--- src/rtl/neuron_update_scheduler_if.sv ---
// Handshake/bus bundle between neuron_update_scheduler (master) and its environment:
// tick control, ping-pong register file port, update unit port and spike stream.
interface neuron_update_scheduler_if #(
    parameter int NR_WIDTH = 56,
    parameter int AW       = 4
);
    logic                step_start;
    logic                freeze;
    logic                busy;
    logic                step_done;
    logic                overrun;
    logic                time_index;
    logic [AW:0]         nr_addr;
    logic                nr_re;
    logic [NR_WIDTH-1:0] nr_rdata;
    logic                nr_we;
    logic [NR_WIDTH-1:0] nr_wdata;
    logic                upd_valid;
    logic [NR_WIDTH-1:0] upd_state;
    logic [NR_WIDTH-1:0] upd_result;
    logic                upd_spike;
    logic                spk_valid;
    logic [AW-1:0]       spk_idx;
    logic                spk_ready;
`ifdef NUS_SPIKE_COUNT_EN
    logic [AW:0]         spike_count;
`endif

    modport master (
`ifdef NUS_SPIKE_COUNT_EN
        output spike_count,
`endif
        input  step_start, freeze, nr_rdata, upd_result, upd_spike, spk_ready,
        output busy, step_done, overrun, time_index, nr_addr, nr_re, nr_we, nr_wdata,
        output upd_valid, upd_state, spk_valid, spk_idx
    );

    modport slave (
`ifdef NUS_SPIKE_COUNT_EN
        input  spike_count,
`endif
        output step_start, freeze, nr_rdata, upd_result, upd_spike, spk_ready,
        input  busy, step_done, overrun, time_index, nr_addr, nr_re, nr_we, nr_wdata,
        input  upd_valid, upd_state, spk_valid, spk_idx
    );
endinterface

--- src/rtl/neuron_update_scheduler.sv ---
// Runs one timestep of neuron updates over a two-bank register file: read, update, write back, spike.
// Define NUS_SPIKE_COUNT_EN to add the spike_count output (spikes emitted in the last completed step).
module neuron_update_scheduler #(
    parameter int NR_WIDTH = 56,
    parameter int NR_DEPTH = 16,
    parameter int UPD_LAT  = 1
) (
    input  logic                      clk,
    input  logic                      reset,
    neuron_update_scheduler_if.master bus
);
    localparam int AW = $clog2(NR_DEPTH);
    localparam int LW = (UPD_LAT > 1) ? $clog2(UPD_LAT) : 1;
    localparam logic [AW-1:0] LAST_IDX = AW'(NR_DEPTH - 1);
    localparam logic [LW-1:0] LAT_LAST = LW'(UPD_LAT - 1);

    typedef enum logic [2:0] {
        ST_IDLE  = 3'd0,
        ST_READ  = 3'd1,
        ST_EVAL  = 3'd2,
        ST_WRITE = 3'd3,
        ST_EMIT  = 3'd4,
        ST_HOLD  = 3'd5,
        ST_DONE  = 3'd6
    } state_t;

    state_t        state_r;
    logic [AW-1:0] index_r;
    logic [LW-1:0] lat_cnt_r;
    logic          pending_r;
    logic          busy_r;
    logic          step_done_r;
    logic          overrun_r;
    logic          time_index_r;
    logic [AW:0]   nr_addr_r;
    logic          nr_re_r;
    logic          nr_we_r;
    logic          upd_valid_r;
    logic          spk_valid_r;
    logic [AW-1:0] spk_idx_r;

    logic          start_s;
    logic          advance_s;
    logic          last_s;
    logic [AW-1:0] idx_inc_s;

    // Step launch (possibly deferred by freeze) and completion of the current neuron
    always_comb begin
        start_s   = 1'b0;
        advance_s = 1'b0;
        last_s    = (index_r == LAST_IDX);
        idx_inc_s = index_r + AW'(1);
        if (state_r == ST_IDLE) begin
            start_s = (bus.step_start || pending_r) && !bus.freeze;
        end else if (state_r == ST_WRITE) begin
            advance_s = !bus.upd_spike;
        end else if (state_r == ST_EMIT) begin
            advance_s = bus.spk_ready;
        end else begin
            advance_s = 1'b0;
        end
    end

    // Timestep FSM; strobes are registered so they line up exactly with their state
    always_ff @(posedge clk or posedge reset) begin
        if (reset) begin
            state_r      <= ST_IDLE;
            index_r      <= '0;
            lat_cnt_r    <= '0;
            pending_r    <= 1'b0;
            busy_r       <= 1'b0;
            step_done_r  <= 1'b0;
            overrun_r    <= 1'b0;
            time_index_r <= 1'b0;
            nr_addr_r    <= '0;
            nr_re_r      <= 1'b0;
            nr_we_r      <= 1'b0;
            upd_valid_r  <= 1'b0;
            spk_valid_r  <= 1'b0;
            spk_idx_r    <= '0;
        end else begin
            nr_re_r     <= 1'b0;
            nr_we_r     <= 1'b0;
            upd_valid_r <= 1'b0;
            step_done_r <= 1'b0;
            nr_addr_r   <= '0;

            if (bus.step_start && (state_r != ST_IDLE)) begin
                overrun_r <= 1'b1;
            end

            case (state_r)
                ST_IDLE: begin
                    if (start_s) begin
                        state_r   <= ST_READ;
                        index_r   <= '0;
                        pending_r <= 1'b0;
                        busy_r    <= 1'b1;
                        nr_re_r   <= 1'b1;
                        nr_addr_r <= {time_index_r, {AW{1'b0}}};
                    end else if (bus.step_start) begin
                        pending_r <= 1'b1;
                    end
                end
                ST_READ: begin
                    state_r     <= ST_EVAL;
                    upd_valid_r <= 1'b1;
                    lat_cnt_r   <= '0;
                end
                ST_EVAL: begin
                    if (lat_cnt_r == LAT_LAST) begin
                        state_r   <= ST_WRITE;
                        nr_we_r   <= 1'b1;
                        nr_addr_r <= {~time_index_r, index_r};
                    end else begin
                        lat_cnt_r <= lat_cnt_r + LW'(1);
                    end
                end
                ST_WRITE: begin
                    if (bus.upd_spike) begin
                        state_r     <= ST_EMIT;
                        spk_valid_r <= 1'b1;
                        spk_idx_r   <= index_r;
                    end
                end
                ST_EMIT: begin
                    if (bus.spk_ready) begin
                        spk_valid_r <= 1'b0;
                    end
                end
                ST_HOLD: begin
                    if (!bus.freeze) begin
                        state_r   <= ST_READ;
                        nr_re_r   <= 1'b1;
                        nr_addr_r <= {time_index_r, index_r};
                    end
                end
                ST_DONE: begin
                    state_r      <= ST_IDLE;
                    busy_r       <= 1'b0;
                    time_index_r <= ~time_index_r;
                end
                default: begin
                    state_r     <= ST_IDLE;
                    busy_r      <= 1'b0;
                    spk_valid_r <= 1'b0;
                end
            endcase

            // Neuron finished (written back, spike if any accepted): pick what comes next
            if (advance_s) begin
                if (last_s) begin
                    state_r     <= ST_DONE;
                    index_r     <= '0;
                    step_done_r <= 1'b1;
                end else if (bus.freeze) begin
                    state_r <= ST_HOLD;
                    index_r <= idx_inc_s;
                end else begin
                    state_r   <= ST_READ;
                    index_r   <= idx_inc_s;
                    nr_re_r   <= 1'b1;
                    nr_addr_r <= {time_index_r, idx_inc_s};
                end
            end
        end
    end

    assign bus.busy       = busy_r;
    assign bus.step_done  = step_done_r;
    assign bus.overrun    = overrun_r;
    assign bus.time_index = time_index_r;
    assign bus.nr_addr    = nr_addr_r;
    assign bus.nr_re      = nr_re_r;
    assign bus.nr_we      = nr_we_r;
    assign bus.upd_valid  = upd_valid_r;
    assign bus.spk_valid  = spk_valid_r;
    assign bus.spk_idx    = spk_idx_r;

    // Data words pass straight through, gated so they read as zero outside their strobe
    assign bus.upd_state = upd_valid_r ? bus.nr_rdata : {NR_WIDTH{1'b0}};
    assign bus.nr_wdata  = nr_we_r ? bus.upd_result : {NR_WIDTH{1'b0}};

`ifdef NUS_SPIKE_COUNT_EN
    logic [AW:0] spike_cnt_r;
    logic [AW:0] spike_count_r;

    // Counts accepted spikes in the running step and publishes the total as the step closes
    always_ff @(posedge clk or posedge reset) begin
        if (reset) begin
            spike_cnt_r   <= '0;
            spike_count_r <= '0;
        end else begin
            if (start_s) begin
                spike_cnt_r <= '0;
            end else if ((state_r == ST_EMIT) && bus.spk_ready) begin
                spike_cnt_r <= spike_cnt_r + (AW+1)'(1);
            end
            if (state_r == ST_DONE) begin
                spike_count_r <= spike_cnt_r;
            end
        end
    end

    assign bus.spike_count = spike_count_r;
`endif
endmodule
--- src/flat_wrapper.sv ---
// flat-port wrapper written by rule: the top's interface ports become plain ports
module neuron_update_scheduler_flat 
#(
    parameter int NR_WIDTH = 56,
    parameter int NR_DEPTH = 16,
    parameter int UPD_LAT  = 1
)
  (clk, reset, bus_step_start, bus_freeze, bus_nr_rdata, bus_upd_result, bus_upd_spike, bus_spk_ready, bus_busy, bus_step_done, bus_overrun, bus_time_index, bus_nr_addr, bus_nr_re, bus_nr_we, bus_nr_wdata, bus_upd_valid, bus_upd_state, bus_spk_valid, bus_spk_idx);
  neuron_update_scheduler_if #(.NR_WIDTH(NR_WIDTH)) bus_i ();
  input  logic clk;
  input  logic reset;
  input wire logic [$bits(bus_i.step_start)-1:0] bus_step_start;
  input wire logic [$bits(bus_i.freeze)-1:0] bus_freeze;
  input wire logic [$bits(bus_i.nr_rdata)-1:0] bus_nr_rdata;
  input wire logic [$bits(bus_i.upd_result)-1:0] bus_upd_result;
  input wire logic [$bits(bus_i.upd_spike)-1:0] bus_upd_spike;
  input wire logic [$bits(bus_i.spk_ready)-1:0] bus_spk_ready;
  output wire logic [$bits(bus_i.busy)-1:0] bus_busy;
  output wire logic [$bits(bus_i.step_done)-1:0] bus_step_done;
  output wire logic [$bits(bus_i.overrun)-1:0] bus_overrun;
  output wire logic [$bits(bus_i.time_index)-1:0] bus_time_index;
  output wire logic [$bits(bus_i.nr_addr)-1:0] bus_nr_addr;
  output wire logic [$bits(bus_i.nr_re)-1:0] bus_nr_re;
  output wire logic [$bits(bus_i.nr_we)-1:0] bus_nr_we;
  output wire logic [$bits(bus_i.nr_wdata)-1:0] bus_nr_wdata;
  output wire logic [$bits(bus_i.upd_valid)-1:0] bus_upd_valid;
  output wire logic [$bits(bus_i.upd_state)-1:0] bus_upd_state;
  output wire logic [$bits(bus_i.spk_valid)-1:0] bus_spk_valid;
  output wire logic [$bits(bus_i.spk_idx)-1:0] bus_spk_idx;
  assign bus_i.step_start = bus_step_start;
  assign bus_i.freeze = bus_freeze;
  assign bus_i.nr_rdata = bus_nr_rdata;
  assign bus_i.upd_result = bus_upd_result;
  assign bus_i.upd_spike = bus_upd_spike;
  assign bus_i.spk_ready = bus_spk_ready;
  assign bus_busy = bus_i.busy;
  assign bus_step_done = bus_i.step_done;
  assign bus_overrun = bus_i.overrun;
  assign bus_time_index = bus_i.time_index;
  assign bus_nr_addr = bus_i.nr_addr;
  assign bus_nr_re = bus_i.nr_re;
  assign bus_nr_we = bus_i.nr_we;
  assign bus_nr_wdata = bus_i.nr_wdata;
  assign bus_upd_valid = bus_i.upd_valid;
  assign bus_upd_state = bus_i.upd_state;
  assign bus_spk_valid = bus_i.spk_valid;
  assign bus_spk_idx = bus_i.spk_idx;
  neuron_update_scheduler #(.NR_WIDTH(NR_WIDTH), .NR_DEPTH(NR_DEPTH), .UPD_LAT(UPD_LAT)) u_core (.clk(clk), .reset(reset), .bus(bus_i));
endmodule
--- config.mk ---
export PLATFORM = sky130hd
export DESIGN_NAME = neuron_update_scheduler_flat
export DESIGN_NICKNAME = d
export VERILOG_FILES = /design/src/rtl/neuron_update_scheduler_if.sv /design/src/rtl/neuron_update_scheduler.sv /design/src/flat_wrapper.sv
export SDC_FILE = /design/constraint.sdc
export NUM_CORES = 1
export LEC_CHECK = 0
export ABC_AREA = 1
export CORE_AREA = 2 2 94 96
export CTS_CLUSTER_DIAMETER = 150
export CTS_CLUSTER_SIZE = 30
export DETAILED_ROUTE_END_ITERATION = 8
export DIE_AREA = 0 0 96 98
export PLACE_DENSITY_LB_ADDON = 0.15
export SYNTH_ARGS = -nofsm -noshare
export SYNTH_HDL_FRONTEND = slang
export SYNTH_SLANG_ARGS = --single-unit
--- constraint.sdc ---
create_clock -name clk -period 1.82 [get_ports clk]
set_input_delay 0.273 -clock clk [delete_from_list [all_inputs] [get_ports clk]]
set_output_delay 0.273 -clock clk [all_outputs]
set_load 0.03 [all_outputs]
==> reports/metrics.csv <==
stage;metric;value;unit
timing;report.final.slew_viol_count;0;
placement;place_inst;747;
synth;synth.ff_latch_count;25;
synth;yosysMostFrequentCell;nand2_1;
synth;yosys.area.top_type_share;27.69;%
worst_setup_path;path_max_fanout;5;
floorplanning;die_area;0.009408;sq mm
worst_setup_path;reg2reg_to;u_core.bus.nr_addr[0];
clock_tree;cts_max_level;1;
floorplanning;initial_core_util;26.69;%
route;ant_nets;0;
route;wire_per_inst;13.16;um
placement;io_buffers;246;
timing;hold_violations;0;
timing;post-route-period-util;95.33;%
status;status;finished, final reports clean;
worst_setup_path;required;1.55;ns
timing;tns;0;ns
timing;period_needed;1.735;ns
global_route;grt.overflow.total;0;
finish;layout-drive-gt1-share;21.62;%
route;drt_iter0_markers;65;
clock_tree;clock-sinks;25;
clock_tree;clockRootBuffer;clkbuf_8;
worst_setup_path;start_kind;flop;
power;p_leak;0.003115;uW
floorplanning;die_w;96;um
global_route;grt_pass1_wl;14650;um
placement;place.gp.congestion;0.8555;
synth;synth_top_area_cell;dfrtp_1;
placement;hpwl;8540;um
synth;syn-cell-area;0.002260;sq mm
synth;synth_cells;402;
floorplanning;core;0.008466;sq mm
route;wirelength;9900;um
timing;timing.fmax;0.5764;GHz
clock_tree;cts_buffers;3;
worst_setup_path;critical_path_buf_inv_count;1;
clock_tree;clk_path_buf_depth;2;
worst_setup_path;cpMaxStageDelayCell;clkdlybuf4s50_1;
route;drtPass1Iterations;4;
synth;synth_edf_count;0;
synth;yosysWarnings;0;
flow_run;max_cap_violations;0;
finish;instances_no_fill;752;
timing;grt_setup_unrepaired;false;
worst_setup_path;crit_arrival;1.46;ns
clock_tree;clock_latency;0.27;ns
clock_tree;cts_tree;built;
worst_setup_path;path_cells;clkdlybuf4s50_1;
hold_path;hp-class;in2async;
floorplanning;rows;34;
global_route;grt_pass1_vias;2834;
timing;timing.hold.ws;0.3378;ns
global_route;gr-usage-all-layers;19.92;%
route;drc_errors;0;
worst_setup_path;path_class;reg2out;
timing;max_slew_margin;72.42;%
clock_tree;path_clk_slew;0.09;ns
floorplanning;io_pins;247;
finish;fin_util;55.88;%
synth;ys_async_sr_fraction;100.0;%
worst_setup_path;crit_family;buffers and inverters;
worst_setup_path;end_kind;primary output;
worst_setup_path;rr_worst_depth;8;
worst_setup_path;cp_slowest_stage_delay;0.72;ns
synth;seq_area_frac_synth;27.69;%
clock_tree;ctsHoldBuffers;0;
power;powerDensity;1241;mW/mm^2
timing;skew;0.002007;ns
finish;area_delta_synth_final;109.4;%
synth;synth_cell_types;32;
synth;synth-main-ff-cell;dfrtp_1;
worst_setup_path;startpoint;u_core.bus.time_index;
synth;synth.top_cells.by_count;162 x nand2_1, 135 x inv_1, 25 x dfrtp_1;
clock_tree;post_cts_buffers;0;
worst_setup_path;r2r-start;u_core.state_r[1];
clock_tree;cts_resized;0;
power;ir_worst_vdd;0.7487;mV
route;vias;3070;
synth;synth_nets;525;
floorplanning;die_y;98;um
worst_setup_path;ff2ff_setup_slack;0.26;ns
synth;netlist_top_cells_area;dfrtp_1 28%, nand2_1 27%, inv_1 22%;
route;routed_via_density;4.082;
timing;worst_slew_pin_slew;0.4137;ns
global_route;grt_antenna_before_repair;0;
global_route;grt_start_max_net_pins;58;
synth;syn_area_per_cell;5.621;sq um
finish;nNetsFinal;767;
timing;setup_viol;0;
report_power, final:
group          total, uW  switching (uW)  internal, uW
clock                333             180           153
combinational       4630            2910          1720
sequential           911             176           735
kinds of logic (layout without fill, tap and decap cells):
| kind of cell | count (synthesis) | after routing | synth area share [%] |
|---|---|---|---|
| AO/OA/AOI/OAI | 21 | 21 | 5.537 |
| adder cells (fa/ha/maj) | 5 | 5 | 2.769 |
| AND/OR/NAND/NOR | 197 | 197 | 36.66 |
| multiplexers | 1 | 1 | 0.4983 |
| flip-flops | 25 | 25 | 27.69 |
| buffers and inverters | 150 | 391 | 25.69 |
| XOR/XNOR | 3 | 3 | 1.163 |
| other | 0 | 1 | 0 |
flip-flops by register name (all words and copies together) (netlist names), 3 cells and up:
name / flops
u_core.bus.nr_addr: 5
u_core.bus.spk_idx: 4
u_core.index_r: 4
u_core.state_r: 3
final cells by class:
type,count,area (sq um)
Antenna cell,1,2.502
Clock buffer,3,41.29
Clock inverter,1,5.005
Fill cell,814,3735
Inverter,137,521.8
Multi-Input combinational cell,227,1054
Sequential cell,25,626.9
Tap cell,108,135.1
Timing Repair Buffer,250,2345
worst max path at each step:
stage                   endpoint  cells after the start  slack, ns
2_1_floorplan   bus_upd_state[0]                      4       0.26
3_3_place_gp   u_core.index_r[1]                      7       0.22
3_5_place_dp   u_core.index_r[0]                      7       0.17
4_1_cts           bus_time_index                      1       0.08
5_1_grt           bus_time_index                      1       0.05
6_report          bus_time_index                      1       0.08
metrics by stage:
step / setup slack (ns) / power, uW / cell area (sq um)
floorplan: 0.2597 / 3699 / 2260
global placement: 0.2212 / 5546 / 4682
detailed placement: 0.1669 / 5576 / 4682
CTS: 0.07684 / 5920 / 4728
global route: 0.05376 / 6291 / 4728
finish: 0.08499 / 5872 / 4731
routing by layer:
| layer | vias to the layer above | part of all wire [%] | global-route usage (%) |
|---|---|---|---|
| li1 | 1595 | - | - |
| met1 | 1360 | 40 | 23.14 |
| met2 | 104 | 50 | 36.11 |
| met3 | 11 | 8.5 | 4.784 |
| met4 | 0 | 1.5 | 4.725 |
| met5 | - | 0 | 0 |
placed cells by master, fill, tap and decap left out, types with 2 or more instances in the layout:
cell and n:
o21ai_1 2, dfrtp_1 24, clkbuf_8 3, clkdlybuf4s50_1 132, nand2_2 4, xor2_1 2
o21ai_2 2, nand2_1 162, inv_1 135, buf_12 11, ha_1 5, nand3_4 2
o21bai_1 2, nor2_1 5, o21ai_0 11, nand3_1 17, buf_4 107
No activity file was read; power rests on OpenSTA's default activity.
==> edit: new RTL, same flow settings <==
The 7 states of `state_t` get a one-hot encoding in 7 bits.
--- a/src/rtl/neuron_update_scheduler.sv
+++ b/src/rtl/neuron_update_scheduler.sv
@@ -16,10 +16,10 @@
 
-    typedef enum logic [2:0] {
-        ST_IDLE  = 3'd0,
-        ST_READ  = 3'd1,
-        ST_EVAL  = 3'd2,
-        ST_WRITE = 3'd3,
-        ST_EMIT  = 3'd4,
-        ST_HOLD  = 3'd5,
-        ST_DONE  = 3'd6
+    typedef enum logic [6:0] {
+        ST_IDLE  = 7'b0000001,
+        ST_READ  = 7'b0000010,
+        ST_EVAL  = 7'b0000100,
+        ST_WRITE = 7'b0001000,
+        ST_EMIT  = 7'b0010000,
+        ST_HOLD  = 7'b0100000,
+        ST_DONE  = 7'b1000000
     } state_t;
Behaviour: no difference found for any inputs over 10 cycles, from zero or initial values and one cycle with reset high; not proved beyond that.
==> edit against the original RTL <==
- setup slack gained 0.13 ns
- cell count rose by 0.53%
- final area up 1.2%
- synthesized area grew 3.1%
- routed wire length fell by 2.5%
- synthesized cell count rose by 0.25%
- sequential cell count grew 4
- die area unchanged
- clock skew up 0.0065 ns
- first-iteration DRC count shrank 4.6%
- critical path type unchanged
- highest routed layer unchanged
Power is not compared: it rests on default switching activity, and its combinational part moved more than twofold at a synthesized area within 25%.
==> edit: results (changes against the original RTL) <==
The number of synthesis warnings came to 0 (unchanged). Commonest cells in the synthesized netlist: 146 x nand2_1, 132 x inv_1, 28 x dfrtp_1 (was 162 x nand2_1, 135 x inv_1, 25 x dfrtp_1). The initial antenna violation count is 0 (unchanged). The worst IR drop on VDD came out at between 500 and 600 uV. The distinct cell type count after synthesis is 26 (was 32). The global-route wire length before repair came out at 14,200 um (was 14,600 um). The number of global-route vias before repair is 2,724 (was 2,834). The clock transition at the registers of the reported paths is 0.07 ns (was 0.09 ns). The clock root buffer is clkbuf_8 (unchanged).

The overall track demand over capacity in global routing is 19.4% (was 19.9%). The half-perimeter wire length of the detailed placement result is 8090 um (was 8540 um). The via count of the routed design came out at 2,948 (was 3,070).

The number of violations reported at the end of detailed-routing iteration 0 is 62 (was 65). The standby leakage power came out at 0.00317 uW. The maximum buffer depth of the clock tree is 2 (unchanged). The post-place instance area came out at 0.00470 mm^2 (was 0.00468 mm^2). The data arrival time of the critical path is 1.33 ns (was 1.46 ns).

Status: finished, final reports clean (unchanged). Largest cells by area after synthesis: dfrtp_1 30%, nand2_1 24%, inv_1 21% (was dfrtp_1 28%, nand2_1 27%, inv_1 22%). The worst slew slack as a fraction of its limit came to 75.3% (was 72.4%). The buffer count from post-CTS setup fixing is 0 (unchanged). The number of flip-flops under the largest register name is 7 (was 5).

The final clock skew is 0.00852 ns (was 0.00201 ns). The fraction of final layout cells sized beyond drive strength 1 came out at 23.1% (was 21.6%). The number of instances resized during post-cts repair is 0 (unchanged). The critical path's slowest cell was clkdlybuf4s50_1 (unchanged).

The class of the tightest hold or removal check is input pin to asynchronous set/reset pin (unchanged). The critical-path maximum fanout is 2 (was 5). The predominant post-synthesis flop cell is dfrtp_1 (unchanged). The synthesized net count was 522 (was 525). The sequential share of the synthesized area came out at 31.2% (was 27.7%). The pin count of the biggest net entering global routing is 58 (unchanged).

The number of filler cells placed in the layout came out at 808 (was 814). The pre-CTS setup slack is 0.243 ns (was 0.167 ns). The longest individual stage delay on the worst path came out at 0.70 ns (was 0.72 ns). The first-pass detailed-route iteration total came out at 4 (unchanged). The CTS H-tree depth was 2 (was 1). The placer's final routability congestion estimate came out at 0.809 (was 0.856).

The CTS buffer count is 5 (was 3). The number of buffers inserted by port buffering came out at 246 (unchanged). The latest clock arrival within the worst-skew pair came out at 0.29 ns (was 0.27 ns). The average routed wire per standard cell is 12.8 um (was 13.2 um). The number of nets in the finished design is 766 (was 767). The number of diodes added for antenna fixing came out at 0 (was 1). Counting flops per register, the top entry is u_core.state_r.
[edit: changes by cell type after synthesis, moves of 4 or more]
cell / before / now
o21ai_1: 2 / 9
nand2_1: 162 / 146
nor2_1: 5 / 22
ha_1: 5 / 1
a21oi_1: 1 / 6
o21ai_0: 11 / 0
inv_2: 1 / 7
[edit: area by class of cell]
| class | count | area [um^2] | area share (%) |
|---|---|---|---|
| repair buffers | 250 | 2280 | 47.7 |
| multi-input cells | 222 | 1030 | 21.5 |
| flip-flops and latches | 29 | 728 | 15.2 |
| inverters | 139 | 522 | 10.9 |
| well taps | 108 | 135 | 2.82 |
| clock buffers | 8 | 90.1 | 1.88 |
[edit: logic make-up after synthesis]
kind of cell / count (synthesis) / synth area share, %
buf+inv: 152 / 24.7
flops: 29 / 31.2
fa+ha+maj: 1 / 0.537
xor+xnor: 3 / 1.13
compound gates: 16 / 3.54
simple gates: 202 / 38.9
[edit: power by group]
group	leakage, uW	internal (uW)	switching (uW)	total, uW
clock	0.0000455	308	247	555
sequential	0.000390	737	57.2	794
combinational	0.00273	758	1100	1860
total	0.00317	1800	1410	3210
[edit: per-stage QoR]
step | util (%) | total power (uW) | hold slack, ns | instances
finish | 56.5 | 3210 | 0.351 | 756
global route | 56.5 | 3420 | 0.412 | 756
floorplan | - | 1850 | 0.350 | 403
global placement | 55.5 | 2660 | 0.455 | 748
detailed placement | 55.5 | 2680 | 0.467 | 748
CTS | 56.5 | 3240 | 0.361 | 756
[edit: layer usage]
| metal | part of all wire [%] | routed length [um] | vias up | track usage (%) |
|---|---|---|---|---|
| met5 | 0 | 0 | - | 0 |
| met4 | 2.1 | 207 | 0 | 6.04 |
| met3 | 9.7 | 932 | 21 | 7.10 |
| met2 | 49 | 4750 | 92 | 33.2 |
| met1 | 39 | 3770 | 1245 | 22.1 |
| li1 | - | - | 1590 | - |
[edit: final timing paths]
| path | start | end | slack, ns | depth (start not counted) |
|---|---|---|---|---|
| worst max-delay path | u_core.bus.spk_valid | bus_spk_valid | 0.21 | 1 |
| min in group clk | u_core.bus.overrun | u_core.bus.overrun | 0.47 | 1 |
| worst min-delay path | reset | u_core.bus.nr_addr[2] | 0.35 | 3 |
| worst min register to register | u_core.bus.overrun | u_core.bus.overrun | 0.47 | 1 |
| worst max register to register | u_core.state_r[0] | u_core.bus.nr_addr[4] | 0.40 | 8 |
| max in group asynchronous | reset | u_core.state_r[0] | 1.15 | 3 |
